==> src/rtl/inport_buf_rc.sv <==
// inport_buf_rc
//
// Input-port receiver for one router port. Buffers flits arriving from the
// upstream neighbour in a small circular FIFO, returns a ready signal
// upstream, performs XY route computation on head flits and holds the
// computed route for the rest of the packet so the switch allocator sees a
// stable request. One flit is dequeued per allocator grant.
//
// Ports:
//   clk       rising-edge clock
//   reset     asynchronous active-low reset
//   valid_in  upstream flit present this cycle
//   flit_in   incoming flit; [DATA_W-1:DATA_W-2] = type (01 head, 00 body,
//             10 tail, 11 single), then dst_x, then dst_y
//   grnt_out  ready to upstream (not full and not in reset)
//   sw_grant  allocator granted this port; pops the FIFO head
//   flit_out  FIFO head flit
//   rc_req    route request: 001 Local, 010 East, 011 West, 100 North,
//             101 South, 000 none
//   count     FIFO occupancy
//   ovf       sticky: flit arrived while full (flit dropped)
//   err       sticky: body/tail flit found at the head outside a packet
module inport_buf_rc #(
    parameter int DATA_W  = 32,
    parameter int DEPTH   = 4,
    parameter int AW      = 2,
    parameter int COORD_W = 4,
    parameter int MY_X    = 0,
    parameter int MY_Y    = 0
) (
    input  logic              clk,
    input  logic              reset,
    input  logic              valid_in,
    input  logic [DATA_W-1:0] flit_in,
    output logic              grnt_out,
    input  logic              sw_grant,
    output logic [DATA_W-1:0] flit_out,
    output logic [2:0]        rc_req,
    output logic [AW:0]       count,
    output logic              ovf,
    output logic              err
);

    localparam logic [1:0] FT_BODY   = 2'b00;
    localparam logic [1:0] FT_HEAD   = 2'b01;
    localparam logic [1:0] FT_TAIL   = 2'b10;
    localparam logic [1:0] FT_SINGLE = 2'b11;

    localparam logic [2:0] RC_NONE  = 3'b000;
    localparam logic [2:0] RC_LOCAL = 3'b001;
    localparam logic [2:0] RC_EAST  = 3'b010;
    localparam logic [2:0] RC_WEST  = 3'b011;
    localparam logic [2:0] RC_NORTH = 3'b100;
    localparam logic [2:0] RC_SOUTH = 3'b101;

    localparam logic [AW:0]        FULL_CNT = (AW+1)'(DEPTH);
    localparam logic [AW:0]        CNT_ONE  = (AW+1)'(1);
    localparam logic [AW-1:0]      PTR_ONE  = AW'(1);
    localparam logic [COORD_W-1:0] MY_X_C   = COORD_W'(MY_X);
    localparam logic [COORD_W-1:0] MY_Y_C   = COORD_W'(MY_Y);

    typedef enum logic {
        IDLE   = 1'b0,
        ACTIVE = 1'b1
    } state_t;

    // Dimension-ordered routing: resolve X first, then Y, unsigned compares.
    function automatic logic [2:0] xy_route(input logic [COORD_W-1:0] dx,
                                            input logic [COORD_W-1:0] dy);
        logic [2:0] r;
        if (dx > MY_X_C)      r = RC_EAST;
        else if (dx < MY_X_C) r = RC_WEST;
        else if (dy > MY_Y_C) r = RC_NORTH;
        else if (dy < MY_Y_C) r = RC_SOUTH;
        else                  r = RC_LOCAL;
        return r;
    endfunction

    logic [DATA_W-1:0]  mem [DEPTH];
    logic [AW-1:0]      wr_ptr;
    logic [AW-1:0]      rd_ptr;
    state_t             state;
    logic [2:0]         route_q;

    logic               empty;
    logic               full;
    logic               push;
    logic               pop;
    logic               bad_head;
    logic               head_like;
    logic [1:0]         head_type;
    logic [COORD_W-1:0] dst_x;
    logic [COORD_W-1:0] dst_y;
    logic [2:0]         head_route;

    assign flit_out   = mem[rd_ptr];
    assign head_type  = flit_out[DATA_W-1 -: 2];
    assign dst_x      = flit_out[DATA_W-3 -: COORD_W];
    assign dst_y      = flit_out[DATA_W-3-COORD_W -: COORD_W];
    assign head_route = xy_route(dst_x, dst_y);

    assign empty     = (count == '0);
    assign full      = (count == FULL_CNT);
    // Ready reflects current occupancy only; a same-cycle pop frees the slot
    // for the following cycle, which keeps grnt_out off the sw_grant path.
    assign grnt_out  = reset & ~full;
    assign push      = valid_in & grnt_out;
    assign head_like = (head_type == FT_HEAD) | (head_type == FT_SINGLE);
    // A body/tail flit at the head outside a packet can never be routed, so
    // it is dropped on its own to keep the port from stalling forever.
    assign bad_head  = (state == IDLE) & ~empty & ~head_like;
    assign pop       = (sw_grant & ~empty) | bad_head;

    always_comb begin
        rc_req = RC_NONE;
        if (!empty) begin
            if (state == ACTIVE) rc_req = route_q;
            else if (head_like)  rc_req = head_route;
        end
    end

    // Flit storage: data only, no reset needed.
    always_ff @(posedge clk) begin
        if (push) mem[wr_ptr] <= flit_in;
    end

    // Control: pointers, occupancy, packet FSM and sticky flags.
    always_ff @(posedge clk or negedge reset) begin
        if (!reset) begin
            wr_ptr  <= '0;
            rd_ptr  <= '0;
            count   <= '0;
            state   <= IDLE;
            route_q <= RC_NONE;
            ovf     <= 1'b0;
            err     <= 1'b0;
        end else begin
            if (push) wr_ptr <= wr_ptr + PTR_ONE;
            if (pop)  rd_ptr <= rd_ptr + PTR_ONE;

            if (push && !pop)      count <= count + CNT_ONE;
            else if (!push && pop) count <= count - CNT_ONE;

            if (pop) begin
                case (state)
                    IDLE: begin
                        // Single flits complete in one pop and leave us IDLE.
                        if (head_type == FT_HEAD) begin
                            route_q <= head_route;
                            state   <= ACTIVE;
                        end
                    end
                    ACTIVE: begin
                        // Stray head/single flits mid-packet ride as body.
                        if (head_type == FT_TAIL) state <= IDLE;
                    end
                endcase
            end

            if (bad_head)          err <= 1'b1;
            if (valid_in && full)  ovf <= 1'b1;
        end
    end

endmodule

==> config.mk <==
export PLATFORM = sky130hd
export DESIGN_NAME = inport_buf_rc
export DESIGN_NICKNAME = d
export VERILOG_FILES = /design/src/rtl/inport_buf_rc.sv
export SDC_FILE = /design/constraint.sdc
export NUM_CORES = 1
export LEC_CHECK = 0
export ABC_AREA = 1
export BUFFER_PORTS_ARGS = -buffer_cell sky130_fd_sc_hd__buf_2
export CAP_MARGIN = 20
export CELL_PAD_IN_SITES_DETAIL_PLACEMENT = 1
export CELL_PAD_IN_SITES_GLOBAL_PLACEMENT = 2
export CORE_UTILIZATION = 35
export CTS_CLUSTER_SIZE = 8
export DETAILED_ROUTE_END_ITERATION = 16
export HOLD_SLACK_MARGIN = 0.1
export PLACE_DENSITY_LB_ADDON = 0.1
export SLEW_MARGIN = 20
export SYNTH_ARGS = -nofsm -noshare
export SYNTH_HDL_FRONTEND = slang
export SYNTH_SLANG_ARGS = --single-unit
==> constraint.sdc <==
create_clock -name clk -period 2.36 [get_ports clk]
set_input_delay 0 -clock clk [delete_from_list [all_inputs] [get_ports clk]]
set_output_delay 0 -clock clk [all_outputs]
set_load 0.02 [all_outputs]
Yosys cells after proc, flatten, opt, wreduce, memory -nomap -nowiden
Memory sizes are Yosys's and may differ from the RTL's.
Index checks and enable logic that the tools add are counted.
{ "op_classes": {"eq_ne": 4, "n_addsub": 4, "n_bitwise": 11, "mux": 14, "order_cmp": 4, "reduce_logical": 8} }
{ "ops": {"columns": ["cell", "n"], "rows": [
  ["$mux W3", 9],
  ["$gt A4 B1 Y1 const B", 2],
  ["$lt A4 B1 Y1 const B", 2],
  ["$and A1 B1 Y1", 5],
  ["$add A2 B1 Y2 const B", 2],
  ["$eq A2 B2 Y1 const B", 2],
  ["$mux W1", 4],
  ["$not A1 Y1", 4],
  ["$add A3 B1 Y3 const B", 1],
  ["$eq A3 B3 Y1 const B", 1],
  ["$logic_and A1 B1 Y1", 3],
  ["$logic_not A3 Y1", 1],
  ["$reduce_and A3 Y1", 1],
  ["$sub A3 B1 Y3 const B", 1],
  ["$eq A2 B1 Y1 const B", 1],
  ["$logic_not A1 Y1", 2],
  ["$or A1 B1 Y1", 2],
  ["$pmux W1 S2", 1],
  ["$reduce_bool A2 Y1", 1]
]} }
{ "totals": {"input_bits": 36, "wordCells": 53, "mem_bits_rw": 128, "output_inout_bits": 41, "register_bits": 13, "n_memories": 1} }
{ "memory_table": {"columns": ["memory", "words", "word_bits", "rd", "rd_clocked_by_memory_dff", "wr", "line_no", "source"], "rows": [
  ["mem", 4, 32, 1, 0, 1, "79", "logic [DATA_W-1:0] mem [DEPTH];"]
]} }

Logic depth before layout (Yosys ltp)
Gate-level depths: netlist (run 1).
An unclocked memory read counts as a cell.
{ "depth": {"depth_word": 9, "depth_mapped": 14, "ltp_nobuf": 14} }

Least setup slack after synthesis (run 1)
No wires, ideal clock.
{ "synth_path": {"path_type": "register -> register", "startpoint": "reg count[0]", "endpoint": "mem mem[0][0] (enable)", "required_time_ns": 1.939, "synth_period_minus_slack_ns": 3.076, "path_stages_with_launch": 5, "n_path_buf": 0, "setup_time_ns": 0.421, "setup_slack_ns": -0.716, "arrival_time_ns": 2.655, "cell_sequence": "dfrtp_1 -> nor2_1 -> a21oi_1 -> nand2_1 -> nor2_1"} }
{ "synth_between": {"elab_chain_cells": 6} }
{ "synth_rtl": {"columns": ["element", "line_no", "source"], "rows": [
  ["from (decl)", "39", "output logic [AW:0] count,"],
  ["from (signal assigned)", "141", "if (push && !pop) count <= count + CNT_ONE;"],
  ["from (signal assigned)", "142", "else if (!push && pop) count <= count - CNT_ONE;"],
  ["$eq A3 B3 Y1", "103", "assign full = (count == FULL_CNT);"],
  ["$not A1 Y1", "106", "assign grnt_out = reset & ~full;"],
  ["$and A1 B1 Y1", "106", null],
  ["via grnt_out", "35", "output logic grnt_out,"],
  ["$and A1 B1 Y1", "107", "assign push = valid_in & grnt_out;"],
  ["$mux W1", "124", "if (push) mem[wr_ptr] <= flit_in;"],
  ["$mux W1 (not written as such)", "124", null],
  ["to (decl)", "79", null]
]} }
The timed path passes the listed nets, and every way through them passes these cells.

Worst setup path after layout (run 1)
{ "layout_path": {"startpoint": "reg rd_ptr[1]", "endpoint": "out rc_req[0]"} }
{ "layout_between": {"elab_chain_cells": 8, "word_cells_on_any_way": 13, "classes_between": "order compare (3); eq/ne (2); mux (6); bitwise (1); memory (1)"} }
{ "layout_rtl": {"columns": ["element", "line_no", "source"], "rows": [
  ["from (decl)", "81", "logic [AW-1:0] rd_ptr;"],
  ["from (signal assigned)", "139", "if (pop) rd_ptr <= rd_ptr + PTR_ONE;"],
  ["$mem_v2 Z4 W32 (*)", null, null],
  ["$gt A4 B1 Y1", "73", "else if (dy > MY_Y_C) r = RC_NORTH;"],
  ["$mux W3", "73", null],
  ["$mux W3", "72", "else if (dx < MY_X_C) r = RC_WEST;"],
  ["$mux W3", "71", "if (dx > MY_X_C) r = RC_EAST;"],
  ["$mux W3 (*)", "118", "else if (head_like) rc_req = head_route;"],
  ["$mux W3 (*)", "117", "if (state == ACTIVE) rc_req = route_q;"],
  ["$mux W3 (*)", "116", "if (!empty) begin"],
  ["to (decl)", "38", "output logic [2:0] rc_req,"]
]} }
Every way passes the cells marked *; elsewhere a longest branch is shown, timed or not.

==> results of run 1 <==
-- how the worst max path moves through the flow --
stage / to / cells after the start / slack [ns]
after floorplan: mem[0][0]$_DFFE_PP_ / 4 / -0.25
after global placement: count[2]$_DFFE_PN0P_ / 12 / 0.33
after detailed placement: count[2]$_DFFE_PN0P_ / 12 / 0.23
after CTS: rc_req[2] / 9 / 0.05
after global routing: count[2]$_DFFE_PN0P_ / 12 / 0.05
final: rc_req[0] / 9 / 0.23
-- cell type report --
| class | count | area, um2 |
|---|---|---|
| fill | 1659 | 8530 |
| timing repair buffer | 125 | 896 |
| sequential | 141 | 4170 |
| tap | 216 | 270 |
| inverter | 28 | 105 |
| multi-input combinational | 242 | 1270 |
| clock buffer | 21 | 440 |
| clock inverter | 9 | 145 |
-- layer usage --
layer	routed length [um]	part of all wire (%)	global-route usage, %	up-vias
met2	6650	51	29.4	64
met5	0	0	0	-
met4	174	1.3	6.85	0
met1	5810	45	20.6	1836
li1	-	-	-	1767
met3	334	2.6	3.45	14
-- state kept, by name, indices dropped and copies added (netlist names) --
| register | flops |
|---|---|
| mem | 128 |
| count | 3 |
| route_q | 3 |
| rd_ptr | 2 |
| wr_ptr | 2 |
| err | 1 |
| ovf | 1 |
| state | 1 |
-- timing repair --
action / in CTS / in global routing
endpoints found under the setup margin: 0 / 3
endpoints found under the hold margin: 147 / 0
buffers inserted: 0 / 0
hold buffers: 36 / 0
resized for setup: 0 / 2
-- power breakdown --
| group | switching [mW] | internal, mW |
|---|---|---|
| Clock | 0.924 | 1.74 |
| Combinational | 2.41 | 1.10 |
| Sequential | 0.145 | 3.08 |
| Total | 3.48 | 5.92 |
-- per-stage QoR --
| step | total power, mW | setup WS, ns |
|---|---|---|
| final | 9.39 | 0.226 |
| after global routing | 9.96 | 0.0459 |
| after CTS | 9.55 | 0.0511 |
| after detailed placement | 6.81 | 0.227 |
| after global placement | 6.73 | 0.327 |
| after floorplan | 5.61 | -0.250 |
-- cell families (layout without fill, tap and decap cells) --
group	Yosys count	after routing	synth area share, %
muxes	1	1	0.200
AOI/OAI and AO/OA	77	77	7.53
and+or+nand+nor	153	153	12.1
adders and majority gates	6	6	1.47
buffers and inverters	47	183	3.93
DFF	141	141	74.0
xor gates and xnor gates	5	5	0.777
-- worst reg2reg max path, stage by stage (launching register included) --
cell     delay, ns
dfrtp_1       0.43
nor2_1        0.22
nand2_1       0.14
nand2_1       0.12
nand2_2       0.10
inv_1         0.07
ha_1          0.13
inv_1         0.07
fa_1          0.38
nor2_1        0.11
nor2_1        0.04
nand2_1       0.08
xor2_1        0.15
-- cells in the mapped netlist --
master	n
edfxtp_1	128
nand2_1	67
nor2_1	51
o21ai_0	45
inv_1	25
o22ai_1	22
nand3_1	15
dfrtp_1	13
clkbuf_1	10
nand2_2	9
nand3_2	7
buf_6	5
ha_1	5
o21ai_1	5
xor2_1	4
buf_2	3
inv_2	3
nor2_4	3
a21oi_1	2
a21oi_2	2
a31o_2	1
clkbuf_4	1
fa_1	1
mux2_2	1
nor3_1	1
xnor2_1	1
==> results.md, run 1 <==
* Worst hold path depth at 2
* Clk_lat worst skew at 0.41 ns
* Critical path capture point type: primary output
* Buf/Inv on CP at 3
* Largest net degree at the start of global routing at 45
* Port Buf Inserts at 76
* Initial drt markers at 119
* Commonest non-fill, non-tap cells in the layout: edfxtp_1, buf_2, nand2_1
* Crit path max-delay family: simple AND/OR/NAND/NOR gates
* Worst-margin pin slew at 0.404 ns
* Post-synth cell types at 26
* Vias in the first global route at 3881
* Antenna violations before repair at 0
* Most common library cell in the layout ignoring fill and taps: edfxtp_1
* Crit Path Category: register to primary output
* Root Driver: clkbuf_16
* Die W at 129 um
* CP max FO at 32
* Crit-path cells: inv_2, buf_6, nand3_1, nand2_1, nand2_1, nor2_4, nand3_2, a21oi_2, buf_2
* Final setup vio count at 0
* Slowest CP cell: dfrtp_1
* Rows at 46
* Final Cell Area at 7300 um2
* RD Place Congestion at 0.677
* R2R setup slack at 0.25 ns
* Hold Path Class: input port to register
* Placed Cells incl. Taps at 716
* Worst reg2reg path startpoint: count[0]$_DFFE_PN0P_
* Worst Setup Start Kind: register
* Pwr dens at 1290 nW/um2
* Clk sinks at 141
* First-pass GRT wire length at 20500 um
* Slew HR at 73.1%
* Max H-tree Level at 4
* TritonCTS clock tree: built
* Area post-placement at 6350 um2
* HP Start: flit_in[19]
* Via count at 3681
* Top area cells in the synthesized netlist: edfxtp_1, dfrtp_1, nand2_1
* Reg2reg end: count[2]$_DFFE_PN0P_
* Cells after Synth at 430
* Max frequency at 469 MHz
* Layout area overhead at 29.6%
* Clock buffer depth at 2
* Die Y at 129 um
* Top cell type's share of synthesized area at 68.2%
* Critical path origin: rd_ptr[1]$_DFFE_PN0P_
* Final ANT Viol Nets at 0
* Max-slew violation count at 0
* WL per Instance at 16.6 um
* Mapped Area at 5640 um2
* # diodes at 0
* Final Hold Fails at 0
* Critical path arrival at 2.13 ns
* Initial Util at 35.6%
* Status: finished clean
* # Max-Cap Violations at 0
* Drt pass-1 iters at 4
* Syn Nets at 472
* Clock-pin slew on the worst setup and hold paths at 0.05 ns
* CTS buffer count at 17
* NumNets Final at 597
* CP dominant cell by count: nand2_1
* Remaining global-route overflow at 0
* Sequential-to-total area share from yosys stat at 74.0%
* Area leader, netlist: edfxtp_1
* Max stage delay on crit path at 0.42 ns
* #FFs+latches synth at 141
* Worst Hold End: mem[3][19]$_DFFE_PP_
* Drt drc at 0
* Average cell area after synthesis at 13.1 um2
* DRT Wirelength at 13000 um
* Ys Warns at 0
* Layout Cells excl Fill at 782
* Data required, critical path at 2.36 ns
* Post-Route Setup TNS at 0 ns
* Skew final at 0.00491 ns
* Final Util at 46.1%
* Die area at 16600 um2
* GRT Util Overall at 16.9%
* Vias per cell at 4.71
* Worst Hold Slack at 0.341 ns
* Max VDD drop at 0.530 mV
* Core area at 15800 um2
* Layout cells sized above 1 at 25.4%
* Unrepaired setup endpoints after global routing: no
* Leakage dissipation at 2.76 nW
* R2R cell count at 12
* Io pins at 77
* HPWL after detailed placement at 7590 um
* Final period util at 90.4%
* Minimum clock period after layout at 2.13 ns
(Power assumes the default switching activity.)
==> run 2, diff against run 1 <==
==> constraint.sdc (replaced) <==
create_clock -name clk -period 2.36 [get_ports clk]
set_input_delay 0.118 -clock clk [delete_from_list [all_inputs] [get_ports clk]]
set_output_delay 0.118 -clock clk [all_outputs]
set_load 0.02 [all_outputs]
==> run 2 against run 1 <==
Sequential cell count unchanged. Sequential share of layout area rose by 0.18 points. Final cell count decreased by 0.13%. Global-route usage is 0.18 points lower. Register-to-register slack improved by 0.05 ns. Non-clock buffer count shrank 2. Largest power group unchanged.
==> results.md, run 2 (same netlist as run 1, synthesis figures left out) <==
* Status: finished clean
* Worst-margin pin slew at 0.292 ns
* Root Driver: clkbuf_16
* Clock-pin slew on the worst setup and hold paths at 0.06 ns
* Remaining global-route overflow at 0
* Io pins at 77
* First-pass GRT wire length at 20300 um
* Max frequency at 456 MHz
* RD Place Congestion at 0.716
* Clk_lat worst skew at 0.41 ns
* Leakage dissipation at 2.75 nW
* Layout Cells excl Fill at 781
* Post-route worst setup slack at 0.167 ns
* Worst reg2reg path startpoint: count[0]$_DFFE_PN0P_
* PnR Total Power at 9.30 mW
* CP max FO at 64
* Unrepaired setup endpoints after global routing: no
* HPWL after detailed placement at 7490 um
* Commonest non-fill, non-tap cells in the layout: edfxtp_1, buf_2, nand2_1
* Critical path capture point type: primary output
* Largest net degree at the start of global routing at 65
* Post-place setup slack at 0.291 ns
* Crit Path Category: register to primary output
* Rows at 46
* Clk sinks at 141
* Critical path arrival at 2.07 ns
* Pwr dens at 1280 nW/um2
* Placed Cells incl. Taps at 715
* DRT Wirelength at 12600 um
* Clock buffer depth at 2
* Final setup vio count at 0
* TritonCTS clock tree: built
* Vias in the first global route at 3802
* Biggest register: mem
* Port Buf Inserts at 76
* GRT Util Overall at 16.7%
* Final Util at 46.0%
* Most common library cell in the layout ignoring fill and taps: edfxtp_1
* Max-slew violation count at 0
* Max H-tree Level at 4
* Die area at 16600 um2
* Number of fillers in the final layout at 1671
* Drt drc at 0
* Layout area overhead at 29.2%
* Initial Util at 35.6%
* Final ANT Viol Nets at 0
* WL per Instance at 16.2 um
* Max reg flops at 128
* Slew HR at 80.6%
* Vias per cell at 4.71
* Via count at 3679
* Core area at 15800 um2
* NumNets Final at 595
* Minimum clock period after layout at 2.19 ns
* Data required, critical path at 2.24 ns
* Critical path origin: rd_ptr[0]$_DFFE_PN0P_
* Skew final at 0.00730 ns
* Post-CTS setup buffer count at 0
* Antenna violations before repair at 0
* R2R cell count at 12
* Die W at 129 um
* Max VDD drop at 0.590 mV
* Hold Path Class: input port to async pin
* Die Y at 129 um
* Drt pass-1 iters at 4
* Worst Setup Start Kind: register
* # diodes at 0
* Final Hold Fails at 0
* # Max-Cap Violations at 0
* Top Registers: mem: 128 flops, count: 3 flops, route_q: 3 flops
* Final period util at 92.9%
* CTS buffer count at 17
* Layout cells sized above 1 at 25.3%
* Initial drt markers at 107
==> run 2: cell count changes in the layout (fill, tap and decap cells not counted) <==
cell / before / now
bufinv_16: 4 / 3
buf_12: 4 / 5
buf_4: 7 / 4
clkinv_2: 2 / 3
buf_6: 2 / 3
dlygate4sd3_1: 36 / 35
clkbuf_1: 4 / 5
==> run 2: worst max-delay path: stages, from the launching register on <==
cell,delay (ns)
dfrtp_2,0.44
buf_12,0.22
nand2_1,0.09
nand3_1,0.07
nand2_1,0.14
nand2_1,0.13
nor2_4,0.19
nand3_2,0.09
a21oi_2,0.12
buf_2,0.17
==> run 2: timing repair <==
action	CTS	global route
endpoints found under the hold margin	144	0
setup endpoints to repair	6	4
resized for setup	3	7
pin swaps	0	0
hold buffers	35	0
==> run 2: worst paths after layout <==
check,end,slack [ns]
max,rc_req[0],0.17
max in group asynchronous,rd_ptr[0]$_DFFE_PN0P_,1.96
min in group clk,mem[0][14]$_DFFE_PP_,0.45
min reg2reg,ovf$_DFFE_PN0P_,0.46
max reg2reg,count[2]$_DFFE_PN0P_,0.30
min,err$_DFFE_PN0P_,0.21
==> run 2: power breakdown <==
part	total [mW]	switching [mW]	internal (mW)
clock	2.56	0.923	1.64
combinational	3.51	2.39	1.12
sequential	3.22	0.143	3.08
==> run 2: per-layer routing <==
metal	routed length, um	up-vias	GRT usage (%)	part of all wire (%)
met1	5730	1844	20.7	45
met3	304	11	3.83	2.4
met5	0	-	0	0
met2	6460	59	28.5	51
met4	157	0	6.44	1.2
li1	-	1765	-	-
==> run 2: metrics by stage <==
step                      TNS [ns]  cell area, um2  hold WS (ns)
after global routing             0            7280         0.217
after detailed placement         0            6330         0.108
after global placement           0            6330         0.104
after floorplan             -32.14            5650        -0.178
after CTS                        0            7250         0.226
final                            0            7280         0.212
==> run 2: cell type report <==
type                            instances  area (um2)  share of cell area, %
Clock buffer                           22         444                   6.10
Clock inverter                          9         120                   1.65
Sequential cell                       141        4170                   57.3
Inverter                               28         105                   1.44
Tap cell                              216         270                   3.71
Timing Repair Buffer                  123         895                   12.3
Multi-Input combinational cell        242        1270                   17.5
==> run 3, diff against run 2 <==
HOLD_SLACK_MARGIN = 0.02   (was 0.1)
PLACE_DENSITY = 0.84   (was not set)
PLACE_DENSITY_LB_ADDON = not set   (was 0.1)
==> run 3 against run 2 <==
Clock-buffer cell count fell by 3. Routed wire length up 6.4%. Hold slack worse by 0.11 ns. Clock skew is 0.0017 ns lower. Sequential power barely moved. Register-to-register slack got worse by 0.11 ns. Final cell count is 0.51% lower. Non-clock buffer count is the same.
==> results.md, run 3 (same netlist as run 1, synthesis figures left out) <==
* Buf/Inv on CP at 2
* Placed Cells incl. Taps at 715
* Layout Cells excl Fill at 777
* Data required, critical path at 2.24 ns
* Crit-path cells: buf_8, nand2_1, nand3_1, nand2_1, nand2_1, nor2_4, nand3_2, a21oi_2, buf_2
* DRT Wirelength at 13500 um
* Final Cell Area at 7250 um2
* Clock-pin slew on the worst setup and hold paths at 0.05 ns
* GRT Util Overall at 17.3%
* Antenna violations before repair at 0
* Rows at 46
* HPWL after detailed placement at 7990 um
* Biggest register: mem
* Area post-placement at 6340 um2
* Final ANT Viol Nets at 0
* Port Buf Inserts at 76
* Unrepaired setup endpoints after global routing: no
* Number of fillers in the final layout at 1643
* Critical path capture point type: primary output
* Final Util at 45.8%
* Hold Path Class: input port to register
* Max frequency at 452 MHz
* WL per Instance at 17.3 um
* # diodes at 0
* Max reg flops at 128
* Max VDD drop at 0.825 mV
* Top Registers: mem: 128 flops, count: 3 flops, route_q: 3 flops
* First-pass GRT wire length at 20800 um
* CP max FO at 44
* Die W at 129 um
* Crit path max-delay family: simple AND/OR/NAND/NOR gates
* # Max-Cap Violations at 0
* Io pins at 77
* Max-slew violation count at 0
* Final period util at 93.8%
* Leakage dissipation at 2.73 nW
* Final Hold Fails at 0
* Largest net degree at the start of global routing at 59
* Slowest CP cell: dfrtp_2
* TritonCTS clock tree: built
* Root Driver: clkbuf_16
* Slew HR at 81.2%
* Minimum clock period after layout at 2.21 ns
* CP dominant cell by count: nand2_1
* Initial drt markers at 181
* Clk_lat worst skew at 0.42 ns
* Layout area overhead at 28.7%
* NumNets Final at 595
* Worst-margin pin slew at 0.282 ns
* Final setup vio count at 0
* Clock buffer depth at 2
* Pwr dens at 1270 nW/um2
* Most common library cell in the layout ignoring fill and taps: edfxtp_1
* Crit Path Category: register to primary output
* Die area at 16600 um2
* Vias in the first global route at 3990
* Layout cells sized above 1 at 25.5%
* Post-Route Setup TNS at 0 ns
* Vias per cell at 4.75
* Skew final at 0.00556 ns
* R2R setup slack at 0.19 ns
* Remaining global-route overflow at 0
* Worst Setup Start Kind: register
* Critical path arrival at 2.10 ns
* RD Place Congestion at 0.711
* Commonest non-fill, non-tap cells in the layout: edfxtp_1, buf_2, nand2_1
* Core area at 15800 um2
* PnR Total Power at 9.21 mW
* Clk sinks at 141
* Max H-tree Level at 4
* Status: finished clean
* Via count at 3693
* Initial Util at 35.6%
* Drt drc at 0
* Drt pass-1 iters at 4
* Max stage delay on crit path at 0.46 ns
* CTS buffer count at 17
* Die Y at 129 um
run 3: changes by cell type in the layout (fill, tap and decap cells not counted), moves of 2 or more:
cell,before,now
clkbuf_1,5,2
buf_6,3,1
clkinvlp_4,1,3
clkinv_2,3,1
bufinv_16,3,1
run 3: worst paths after layout:
path,from,endpoint,cells after the start
max in group asynchronous,reset,rd_ptr[0]$_DFFE_PN0P_,3
min,sw_grant,rd_ptr[0]$_DFFE_PN0P_,4
min in group asynchronous,reset,rd_ptr[0]$_DFFE_PN0P_,3
max reg2reg,rd_ptr[0]$_DFFE_PN0P_,count[1]$_DFFE_PN0P_,11
max,rd_ptr[0]$_DFFE_PN0P_,rc_req[0],9
min reg2reg,err$_DFFE_PN0P_,err$_DFFE_PN0P_,2
run 3: repair_timing:
item	in CTS	in global routing
resized for setup	4	7
setup buffers	0	0
endpoints found under the hold margin	142	0
gates cloned	0	1
hold buffers	34	0
setup endpoints to repair	3	3
run 3: cell type report:
| class | instances | area [um2] | area share (%) |
|---|---|---|---|
| multi-input combinational | 242 | 1270 | 17.6 |
| clock inverter | 8 | 73.8 | 1.02 |
| timing repair buffer | 123 | 922 | 12.7 |
| sequential | 141 | 4170 | 57.5 |
| tap | 216 | 270 | 3.73 |
| clock buffer | 19 | 433 | 5.97 |
| inverter | 28 | 108 | 1.48 |
run 3: worst reg2reg max path, stage by stage, from the launching register on:
cell and delay, ns:
dfrtp_2 0.44, inv_4 0.11, nand2_1 0.08, nand3_1 0.08
nand2_2 0.12, nand3_2 0.10, nand2_2 0.11, inv_1 0.05
ha_1 0.17, inv_1 0.10, fa_1 0.42, mux2_2 0.28
run 3: stage by stage:
step	hold WS (ns)	worst slack (ns)
floorplan	-0.178	-0.250
global placement	0.0756	0.365
detailed placement	0.0853	0.246
CTS	0.0800	0.0465
global route	0.100	0.0107
finish	0.102	0.145
run 3: report_power, final:
| group | switching, mW | internal [mW] | leakage (nW) |
|---|---|---|---|
| combinational | 2.45 | 1.18 | 1.18 |
| clock | 0.932 | 1.41 | 0.238 |
| sequential | 0.167 | 3.08 | 1.31 |
| total | 3.55 | 5.67 | 2.73 |
run 3: routing by layer:
| metal | share of wire, % | GRT usage (%) | vias up | wire (um) |
|---|---|---|---|---|
| met2 | 52 | 31.4 | 84 | 7040 |
| met1 | 43 | 19.4 | 1834 | 5720 |
| met3 | 4.3 | 5.53 | 13 | 585 |
| met5 | 0 | 0 | - | 0 |
| met4 | 0.77 | 5.12 | 0 | 104 |
| li1 | - | - | 1762 | - |
